--- src/rtl/keypad_scanner_pkg.sv ---
// Shared types, default parameters and helper functions for the matrix-keypad scanner.
package keypad_pkg;

  localparam int DEF_ROWS           = 4;
  localparam int DEF_COLS           = 4;
  localparam int DEF_COL_CYCLES     = 100000;
  localparam int DEF_SETTLE_CYCLES  = 8;
  localparam int DEF_DEBOUNCE_SCANS = 3;
  localparam int MAX_KEYS           = 256;

  typedef enum logic [1:0] {S_DRIVE, S_SAMPLE, S_DWELL} scan_state_t;

  typedef enum logic [1:0] {KEYS_NONE, KEYS_ONE, KEYS_MULTI} key_class_t;

  function automatic int key_index(input int row, input int col, input int cols);
    return row * cols + col;
  endfunction

  function automatic key_class_t key_class(input logic [MAX_KEYS-1:0] bits);
    int n;
    n = 0;
    for (int i = 0; i < MAX_KEYS; i++) n += int'(bits[i]);
    if (n == 0)      return KEYS_NONE;
    else if (n == 1) return KEYS_ONE;
    else             return KEYS_MULTI;
  endfunction

endpackage

--- src/rtl/keypad_scanner_if.sv ---
// Keypad pin and key-report bundle; master is the scanner side.
interface keypad_scanner_if
  import keypad_pkg::*;
#(
  parameter int ROWS = DEF_ROWS,
  parameter int COLS = DEF_COLS,
  parameter int KEYW = $clog2(ROWS*COLS)
);
  logic [ROWS-1:0] Rows;
  logic [COLS-1:0] Cols;
  logic [KEYW-1:0] keyValue;
  logic            keyPressed;
  logic            keyEvent;
  logic            multiKey;

  modport master (input Rows, output Cols, output keyValue, output keyPressed,
                  output keyEvent, output multiKey);
  modport slave  (output Rows, input Cols, input keyValue, input keyPressed,
                  input keyEvent, input multiKey);
endinterface

--- src/rtl/keypad_debounce.sv ---
// Whole-frame debouncer: accepts a frame after DEBOUNCE_SCANS identical scans and classifies it.
module keypad_debounce
  import keypad_pkg::*;
#(
  parameter int ROWS           = DEF_ROWS,
  parameter int COLS           = DEF_COLS,
  parameter int DEBOUNCE_SCANS = DEF_DEBOUNCE_SCANS,
  parameter int KEYW           = $clog2(ROWS*COLS)
) (
  input  logic                 clk,
  input  logic                 rst,
  input  logic [ROWS*COLS-1:0] frame,
  input  logic                 frame_end,
  output logic [KEYW-1:0]      key_value,
  output logic                 key_pressed,
  output logic                 key_event,
  output logic                 multi_key
);
  localparam int NKEYS = ROWS * COLS;
  localparam int SW    = $clog2(DEBOUNCE_SCANS + 1);
  localparam logic [SW-1:0] STABLE_MAX = SW'(DEBOUNCE_SCANS - 1);

  logic [NKEYS-1:0] prev_q, acc_q;
  logic [SW-1:0]    stable_q, stable_nxt;
  logic             accept;
  key_class_t       cls;
  logic [KEYW-1:0]  idx;

  always_comb begin
    stable_nxt = '0;
    if (frame == prev_q)
      stable_nxt = (stable_q == STABLE_MAX) ? stable_q : stable_q + SW'(1);
    accept = frame_end && (stable_nxt == STABLE_MAX) && (frame != acc_q);
    cls    = key_class(MAX_KEYS'(frame));
    idx    = '0;
    for (int r = 0; r < ROWS; r++)
      for (int c = 0; c < COLS; c++)
        if (frame[r*COLS+c]) idx = KEYW'(key_index(r, c, COLS));
  end

  always_ff @(posedge clk) begin
    if (rst) begin
      prev_q      <= '0;
      acc_q       <= '0;
      stable_q    <= '0;
      key_value   <= '0;
      key_pressed <= 1'b0;
      key_event   <= 1'b0;
      multi_key   <= 1'b0;
    end else begin
      key_event <= 1'b0;
      if (frame_end) begin
        prev_q   <= frame;
        stable_q <= stable_nxt;
      end
      // A zero or multi-key frame keeps the last reported index.
      if (accept) begin
        acc_q <= frame;
        case (cls)
          KEYS_ONE: begin
            key_value   <= idx;
            key_pressed <= 1'b1;
            key_event   <= 1'b1;
            multi_key   <= 1'b0;
          end
          KEYS_MULTI: begin
            key_pressed <= 1'b0;
            multi_key   <= 1'b1;
          end
          default: begin
            key_pressed <= 1'b0;
            multi_key   <= 1'b0;
          end
        endcase
      end
    end
  end
endmodule

--- src/rtl/keypad_scanner.sv ---
// Matrix-keypad scanner: row synchroniser, column scan FSM and frame capture feeding the debouncer.
module keypad_scanner
  import keypad_pkg::*;
#(
  parameter int ROWS           = DEF_ROWS,
  parameter int COLS           = DEF_COLS,
  parameter int COL_CYCLES     = DEF_COL_CYCLES,
  parameter int SETTLE_CYCLES  = DEF_SETTLE_CYCLES,
  parameter int DEBOUNCE_SCANS = DEF_DEBOUNCE_SCANS,
  parameter int KEYW           = $clog2(ROWS*COLS)
) (
  input  logic              clk,
  input  logic              rst,
  keypad_scanner_if.master  kp
);
  localparam int NKEYS = ROWS * COLS;
  localparam int CW    = $clog2(COL_CYCLES);
  localparam int KW    = $clog2(COLS);

  logic [ROWS-1:0]  rows_s1, rows_s2, rows_act;
  scan_state_t      state, state_nxt;
  logic [CW-1:0]    c_q, c_nxt;
  logic [KW-1:0]    k_q, k_nxt;
  logic             sample_en, frame_end;
  logic [COLS-1:0]  cols_q, col_drive;
  logic [NKEYS-1:0] frame_q;

  assign rows_act = ~rows_s2;
  assign kp.Cols  = cols_q;

  always_comb begin
    state_nxt = state;
    c_nxt     = c_q + CW'(1);
    k_nxt     = k_q;
    sample_en = 1'b0;
    frame_end = 1'b0;
    case (state)
      S_DRIVE:  if (c_q == CW'(SETTLE_CYCLES - 1)) state_nxt = S_SAMPLE;
      S_SAMPLE: begin
        sample_en = 1'b1;
        state_nxt = S_DWELL;
      end
      S_DWELL: begin
        if (c_q == CW'(COL_CYCLES - 1)) begin
          c_nxt     = '0;
          state_nxt = S_DRIVE;
          if (k_q == KW'(COLS - 1)) begin
            k_nxt     = '0;
            frame_end = 1'b1;
          end else begin
            k_nxt = k_q + KW'(1);
          end
        end
      end
      default: state_nxt = S_DRIVE;
    endcase
    // Column 0 sits on the MSB pin.
    col_drive = '1;
    for (int i = 0; i < COLS; i++)
      if (k_nxt == KW'(COLS - 1 - i)) col_drive[i] = 1'b0;
  end

  always_ff @(posedge clk) begin
    if (rst) begin
      rows_s1 <= '1;
      rows_s2 <= '1;
      state   <= S_DRIVE;
      c_q     <= '0;
      k_q     <= '0;
      cols_q  <= '1;
      frame_q <= '0;
    end else begin
      rows_s1 <= kp.Rows;
      rows_s2 <= rows_s1;
      state   <= state_nxt;
      c_q     <= c_nxt;
      k_q     <= k_nxt;
      cols_q  <= col_drive;
      if (sample_en)
        for (int r = 0; r < ROWS; r++)
          for (int j = 0; j < COLS; j++)
            if (k_q == KW'(j)) frame_q[r*COLS+j] <= rows_act[ROWS-1-r];
    end
  end

  keypad_debounce #(
    .ROWS(ROWS), .COLS(COLS), .DEBOUNCE_SCANS(DEBOUNCE_SCANS), .KEYW(KEYW)
  ) u_debounce (
    .clk        (clk),
    .rst        (rst),
    .frame      (frame_q),
    .frame_end  (frame_end),
    .key_value  (kp.keyValue),
    .key_pressed(kp.keyPressed),
    .key_event  (kp.keyEvent),
    .multi_key  (kp.multiKey)
  );
endmodule

--- src/flat_wrapper.sv ---
// flat-port wrapper written by rule: the top's interface ports become plain ports
module keypad_scanner_flat import keypad_pkg::*;
#(
  parameter int ROWS           = DEF_ROWS,
  parameter int COLS           = DEF_COLS,
  parameter int COL_CYCLES     = DEF_COL_CYCLES,
  parameter int SETTLE_CYCLES  = DEF_SETTLE_CYCLES,
  parameter int DEBOUNCE_SCANS = DEF_DEBOUNCE_SCANS,
  parameter int KEYW           = $clog2(ROWS*COLS)
)
  (clk, rst, kp_Rows, kp_Cols, kp_keyValue, kp_keyPressed, kp_keyEvent, kp_multiKey);
  keypad_scanner_if #(.ROWS(ROWS), .COLS(COLS), .KEYW(KEYW)) kp_i ();
  input  logic clk;
  input  logic rst;
  input wire logic [$bits(kp_i.Rows)-1:0] kp_Rows;
  output wire logic [$bits(kp_i.Cols)-1:0] kp_Cols;
  output wire logic [$bits(kp_i.keyValue)-1:0] kp_keyValue;
  output wire logic [$bits(kp_i.keyPressed)-1:0] kp_keyPressed;
  output wire logic [$bits(kp_i.keyEvent)-1:0] kp_keyEvent;
  output wire logic [$bits(kp_i.multiKey)-1:0] kp_multiKey;
  assign kp_i.Rows = kp_Rows;
  assign kp_Cols = kp_i.Cols;
  assign kp_keyValue = kp_i.keyValue;
  assign kp_keyPressed = kp_i.keyPressed;
  assign kp_keyEvent = kp_i.keyEvent;
  assign kp_multiKey = kp_i.multiKey;
  keypad_scanner #(.ROWS(ROWS), .COLS(COLS), .COL_CYCLES(COL_CYCLES), .SETTLE_CYCLES(SETTLE_CYCLES), .DEBOUNCE_SCANS(DEBOUNCE_SCANS), .KEYW(KEYW)) u_core (.clk(clk), .rst(rst), .kp(kp_i));
endmodule
--- config.mk ---
export PLATFORM = sky130hd
export DESIGN_NAME = keypad_scanner_flat
export DESIGN_NICKNAME = d
export VERILOG_FILES = /design/src/rtl/keypad_scanner_pkg.sv /design/src/rtl/keypad_scanner_if.sv /design/src/rtl/keypad_debounce.sv /design/src/rtl/keypad_scanner.sv /design/src/flat_wrapper.sv
export SDC_FILE = /design/constraint.sdc
export NUM_CORES = 1
export LEC_CHECK = 0
export CAP_MARGIN = 5
export CORE_MARGIN = 4
export CORE_UTILIZATION = 55
export CTS_CLUSTER_DIAMETER = 200
export DETAILED_ROUTE_END_ITERATION = 8
export DONT_BUFFER_PORTS = 1
export PLACE_DENSITY = 0.7
export SYNTH_ARGS = -nofsm -noshare
export SYNTH_HDL_FRONTEND = slang
export SYNTH_SLANG_ARGS = --single-unit
--- constraint.sdc ---
create_clock -name clk -period 5.8 [get_ports clk]
set_input_delay 0.58 -clock clk [delete_from_list [all_inputs] [get_ports clk]]
set_output_delay 0.58 -clock clk [all_outputs]
set_load 0.005 [all_outputs]
==> results of run 1 <==
==> per-layer routing <==
metal	vias to the layer above	track usage [%]	share of wire, %
met3	14	3.43	6.3
met4	0	8.61	2.3
met5	-	0	0
met2	109	29.4	43
li1	1650	-	-
met1	1562	29.7	48
==> cell type report <==
cell class | instances | share of cell area [%]
flip-flops and latches | 90 | 38.5
multi-input cells | 354 | 51.2
clock buffers | 13 | 3.61
clock inverters | 3 | 0.990
inverters | 29 | 2.33
well taps | 102 | 2.73
repair buffers | 4 | 0.642
==> placed cells by master (no fill, tap or decap), types with 2 or more instances in the layout <==
cell / synthesis / layout
nor4bb_1: 2 / 2
mux2i_1: 18 / 18
a21oi_1: 23 / 23
nor3_1: 6 / 6
nor2_1: 43 / 43
and2_1: 5 / 5
or4_1: 2 / 2
mux2_4: 3 / 3
nor4_1: 8 / 7
o31ai_1: 2 / 2
o21ai_0: 3 / 3
nor3_2: 2 / 2
xnor2_1: 23 / 23
or2_2: 8 / 8
nor4_2: 3 / 4
fa_1: 10 / 10
nand4_1: 13 / 13
and3_1: 9 / 9
nand2_1: 80 / 80
or3_1: 3 / 3
nand3_1: 9 / 9
a211oi_1: 17 / 17
inv_1: 29 / 29
dfxtp_1: 90 / 90
o41ai_1: 2 / 2
buf_4: 4 / 4
clkbuf_8: 0 / 12
and4_1: 3 / 3
nor2b_1: 7 / 7
nand2b_1: 4 / 4
xor2_1: 24 / 24
ha_1: 11 / 11
==> worst max-delay path, cell delays in order, from the launching register on <==
cell and delay (ns):
dfxtp_1 0.51, inv_1 0.14, fa_1 0.55, inv_1 0.05, fa_1 0.46, fa_1 0.51
inv_1 0.05, fa_1 0.47, inv_1 0.04, ha_1 0.20, fa_1 0.44, nor2_1 0.13
nor4b_1 0.50, o2111ai_1 0.20, or4_1 0.58, mux2_4 0.34
==> cell usage after synthesis, drive strengths merged <==
library cell	count	share of area, %
a2111oi	1	0.20
a211o	1	0.20
a211oi	17	2.8
a21o	1	0.17
a21oi	23	2.6
a311oi	1	0.20
and2	5	0.70
and3	9	1.3
and4	3	0.59
buf	17	2.7
clkbuf	20	1.7
dfxtp	90	40
fa	10	4.5
ha	11	3.1
inv	29	2.4
mux2	3	1.0
mux2i	18	4.0
nand2	80	6.7
nand2b	4	0.56
nand3	9	1.0
nand4	13	1.8
nor2	43	3.6
nor2b	7	0.98
nor3	8	1.1
nor4	12	2.4
nor4b	1	0.20
nor4bb	2	0.45
o2111a	1	0.25
o2111ai	1	0.20
o21ai	3	0.33
o22ai	1	0.14
o311ai	1	0.20
o31a	1	0.20
o31ai	2	0.33
o41ai	2	0.39
or2	8	1.1
or3	3	0.42
or4	2	0.33
xnor2	23	4.5
xor2	24	4.7
==> path summary, 6_finish.rpt <==
path	start	end	slack, ns	cells after the start
setup / recovery	u_core.frame_q[5]	u_core.u_debounce.key_value[3]	0.53	15
hold / removal	rst	u_core.u_debounce.prev_q[15]	0.30	1
setup reg to reg	u_core.frame_q[5]	u_core.u_debounce.key_value[3]	0.53	15
hold reg to reg	u_core.rows_s1[0]	u_core.rows_s2[0]	0.41	1
==> sequential cells by signal (all words and copies together), names as in the netlist <==
signal	flops
u_core.u_debounce.prev_q	16
u_core.u_debounce.multi_key	1
u_core.k_q	2
u_core.u_debounce.key_value	4
u_core.u_debounce.key_event	1
u_core.c_q	17
u_core.rows_s2	4
u_core.u_debounce.stable_q	2
u_core.rows_s1	4
u_core.frame_q	16
u_core.u_debounce.acc_q	16
u_core.u_debounce.key_pressed	1
u_core.kp.Cols	4
u_core.state	2
==> power by group through the flow <==
| stage | Sequential [W] | Combinational, W | Clock (W) |
|---|---|---|---|
| after floorplan | 0.000640 | 0.0000167 | 0 |
| after global placement | 0.000642 | 0.0000148 | 0 |
| after detailed placement | 0.000642 | 0.0000149 | 0 |
| after CTS | 0.000627 | 0.0000149 | 0.000464 |
| after global routing | 0.000629 | 0.0000172 | 0.000496 |
| final | 0.000627 | 0.0000148 | 0.000456 |
==> logic make-up (layout without fill, tap and decap cells) <==
family	after synthesis	count (layout)	synth area share [%]
flip-flops	90	90	40.1
multiplexers	21	21	5.02
adder cells (fa/ha/maj)	21	21	7.52
buffers and inverters	66	49	6.77
XOR/XNOR	47	47	9.17
AO/OA/AOI/OAI	56	56	8.19
AND/OR/NAND/NOR	209	209	23.2
==> per-stage QoR <==
stage | std cells | setup WS (ns) | utilization, % | power (W) | cell area [um2]
2_1_floorplan | 510 | 1.04 | - | 0.000657 | 4490
3_3_place_gp | 579 | 0.833 | 56.8 | 0.000657 | 4460
5_1_grt | 595 | 0.339 | 59.6 | 0.00114 | 4670
4_1_cts | 595 | 0.600 | 59.6 | 0.00111 | 4670
6_report | 595 | 0.532 | 59.6 | 0.00110 | 4670
3_5_place_dp | 579 | 0.663 | 56.8 | 0.000657 | 4460
==> flow_summary_export.csv, run 1 <==
group,metric,value,unit
clock_tree,cts_buffers,9,
power,p_sw,0.000235,W
layout,drive_gt1_share,7.51,%
yosys,synth_area,4490,um2
run,cap_violations,0,
placement,gp_congestion,0.868,
clock_tree,postCtsSetupBuffers,0,
clock_tree,clk_pin_slew,0.09,ns
layout,antenna_cells,0,
power,switching_share,21.4,%
global_route,grt_pass1_vias,3091,
yosys,yosysUniqueCellTypes,45,
route,drtAntennaViolNets,0,
global_route,overflow,0,
power,seqPwrFrac,57.1,%
placement,place.port_buffers,0,
route,dr.first_iter.drc_count,227,
global_route,antenna_found_initial,0,
power,internal-power,0.000863,W
sta,hold_viol,0,
power,clockPowerShare,41.5,%
clock_tree,htreeDepth,3,
floorplan,core-area,7850,um2
critical_path,crit_arrival,5.52,ns
hold_path,hold_path_class,"in -> reg",
global_route,grt_pass1_wl,15600,um
sta,worst_hold_slack,0.301,ns
critical_path,crit_required,6.06,ns
yosys,syn-num-nets,537,
power,powerDensity,235,nW/um2
yosys,yosys_register_bits,90,
sta,finClkSkew,0.00845,ns
critical_path,critical_path.max_fanout,8,
clock_tree,ctsResizeCount,0,
sta,post-route-period-util,90.8,%
power,share_comb_of_total_power,1.3,%
yosys,synth_cells,510,
floorplan,die_area,9670,um2
floorplan,die_h,98.4,um
route,num_vias,3335,
floorplan,start_util,57.2,%
sta,timing.fmax,0.190,GHz
sta,tightest_slew,0.902,ns
sta,fin_crit,5.27,ns
clock_tree,clock_path_buffers,2,
layout,ff_latch_area,1800,um2
floorplan,top_level_ports,17,
clock_tree,cts_sinks,90,
yosys,synth_warnings,0,
floorplan,die_w,98.4,um
layout,syn_to_final_growth,4.10,%
sta,setup_violations,0,
critical_path,critPathLaunchType,"flip-flop",
route,drc_errors,0,
route,dr.pass1.iters,5,
sta,fin_setup_tns,0,ns
layout,fin_nets,515,
sta,slew_headroom,39.3,%
global_route,grt_max_degree,59,
yosys,synth_area_per_cell,8.81,um2
route,drt-wirelength-per-cell,15.8,um
clock_tree,holdBufCountCts,0,
route,viasPerCell,5.61,
run_status,status,"finished, final reports clean",
power,power_leakage,1.73,nW
clock_tree,cts_root_buffer,"clkbuf_8",
placement,place_hpwl,6520,um
clock_tree,cts_tree,"yes",
route,wl,9390,um
yosys,yosysSeqAreaShare,40.1,%
sta,grt_setup_unrepaired,"no",
sta,slew_viol_final,0,
floorplan,fp-row-count,32,
power,ir_drop,128,uV
layout,multi_input_area,2390,um2
critical_path,path_class,"reg -> reg",
critical_path,end_kind,"flip-flop",
global_route,grt_usage,20.3,%
layout,n_fill_cell,703,
clock_tree,clock_latency,0.36,ns
(Power assumes the default switching activity.)
==> inputs of run 2 (changes only) <==
--- a/config.mk
+++ b/config.mk
@@ -11,6 +11,7 @@
 export CTS_CLUSTER_DIAMETER = 200
 export DETAILED_ROUTE_END_ITERATION = 8
 export DONT_BUFFER_PORTS = 1
+export GPL_TIMING_DRIVEN = 1
 export PLACE_DENSITY = 0.7
 export SYNTH_ARGS = -nofsm -noshare
 export SYNTH_HDL_FRONTEND = slang
==> results of run 2 <==
The final DEF is identical to that of run 1; final timing and power are the same.
==> inputs of run 3 (changes only) <==
--- a/config.mk
+++ b/config.mk
@@ -16,3 +16,4 @@
 export SYNTH_ARGS = -nofsm -noshare
 export SYNTH_HDL_FRONTEND = slang
 export SYNTH_SLANG_ARGS = --single-unit
+export TNS_END_PERCENT = 5
==> results of run 3 <==
The final DEF is identical to that of run 1; final timing and power are the same.
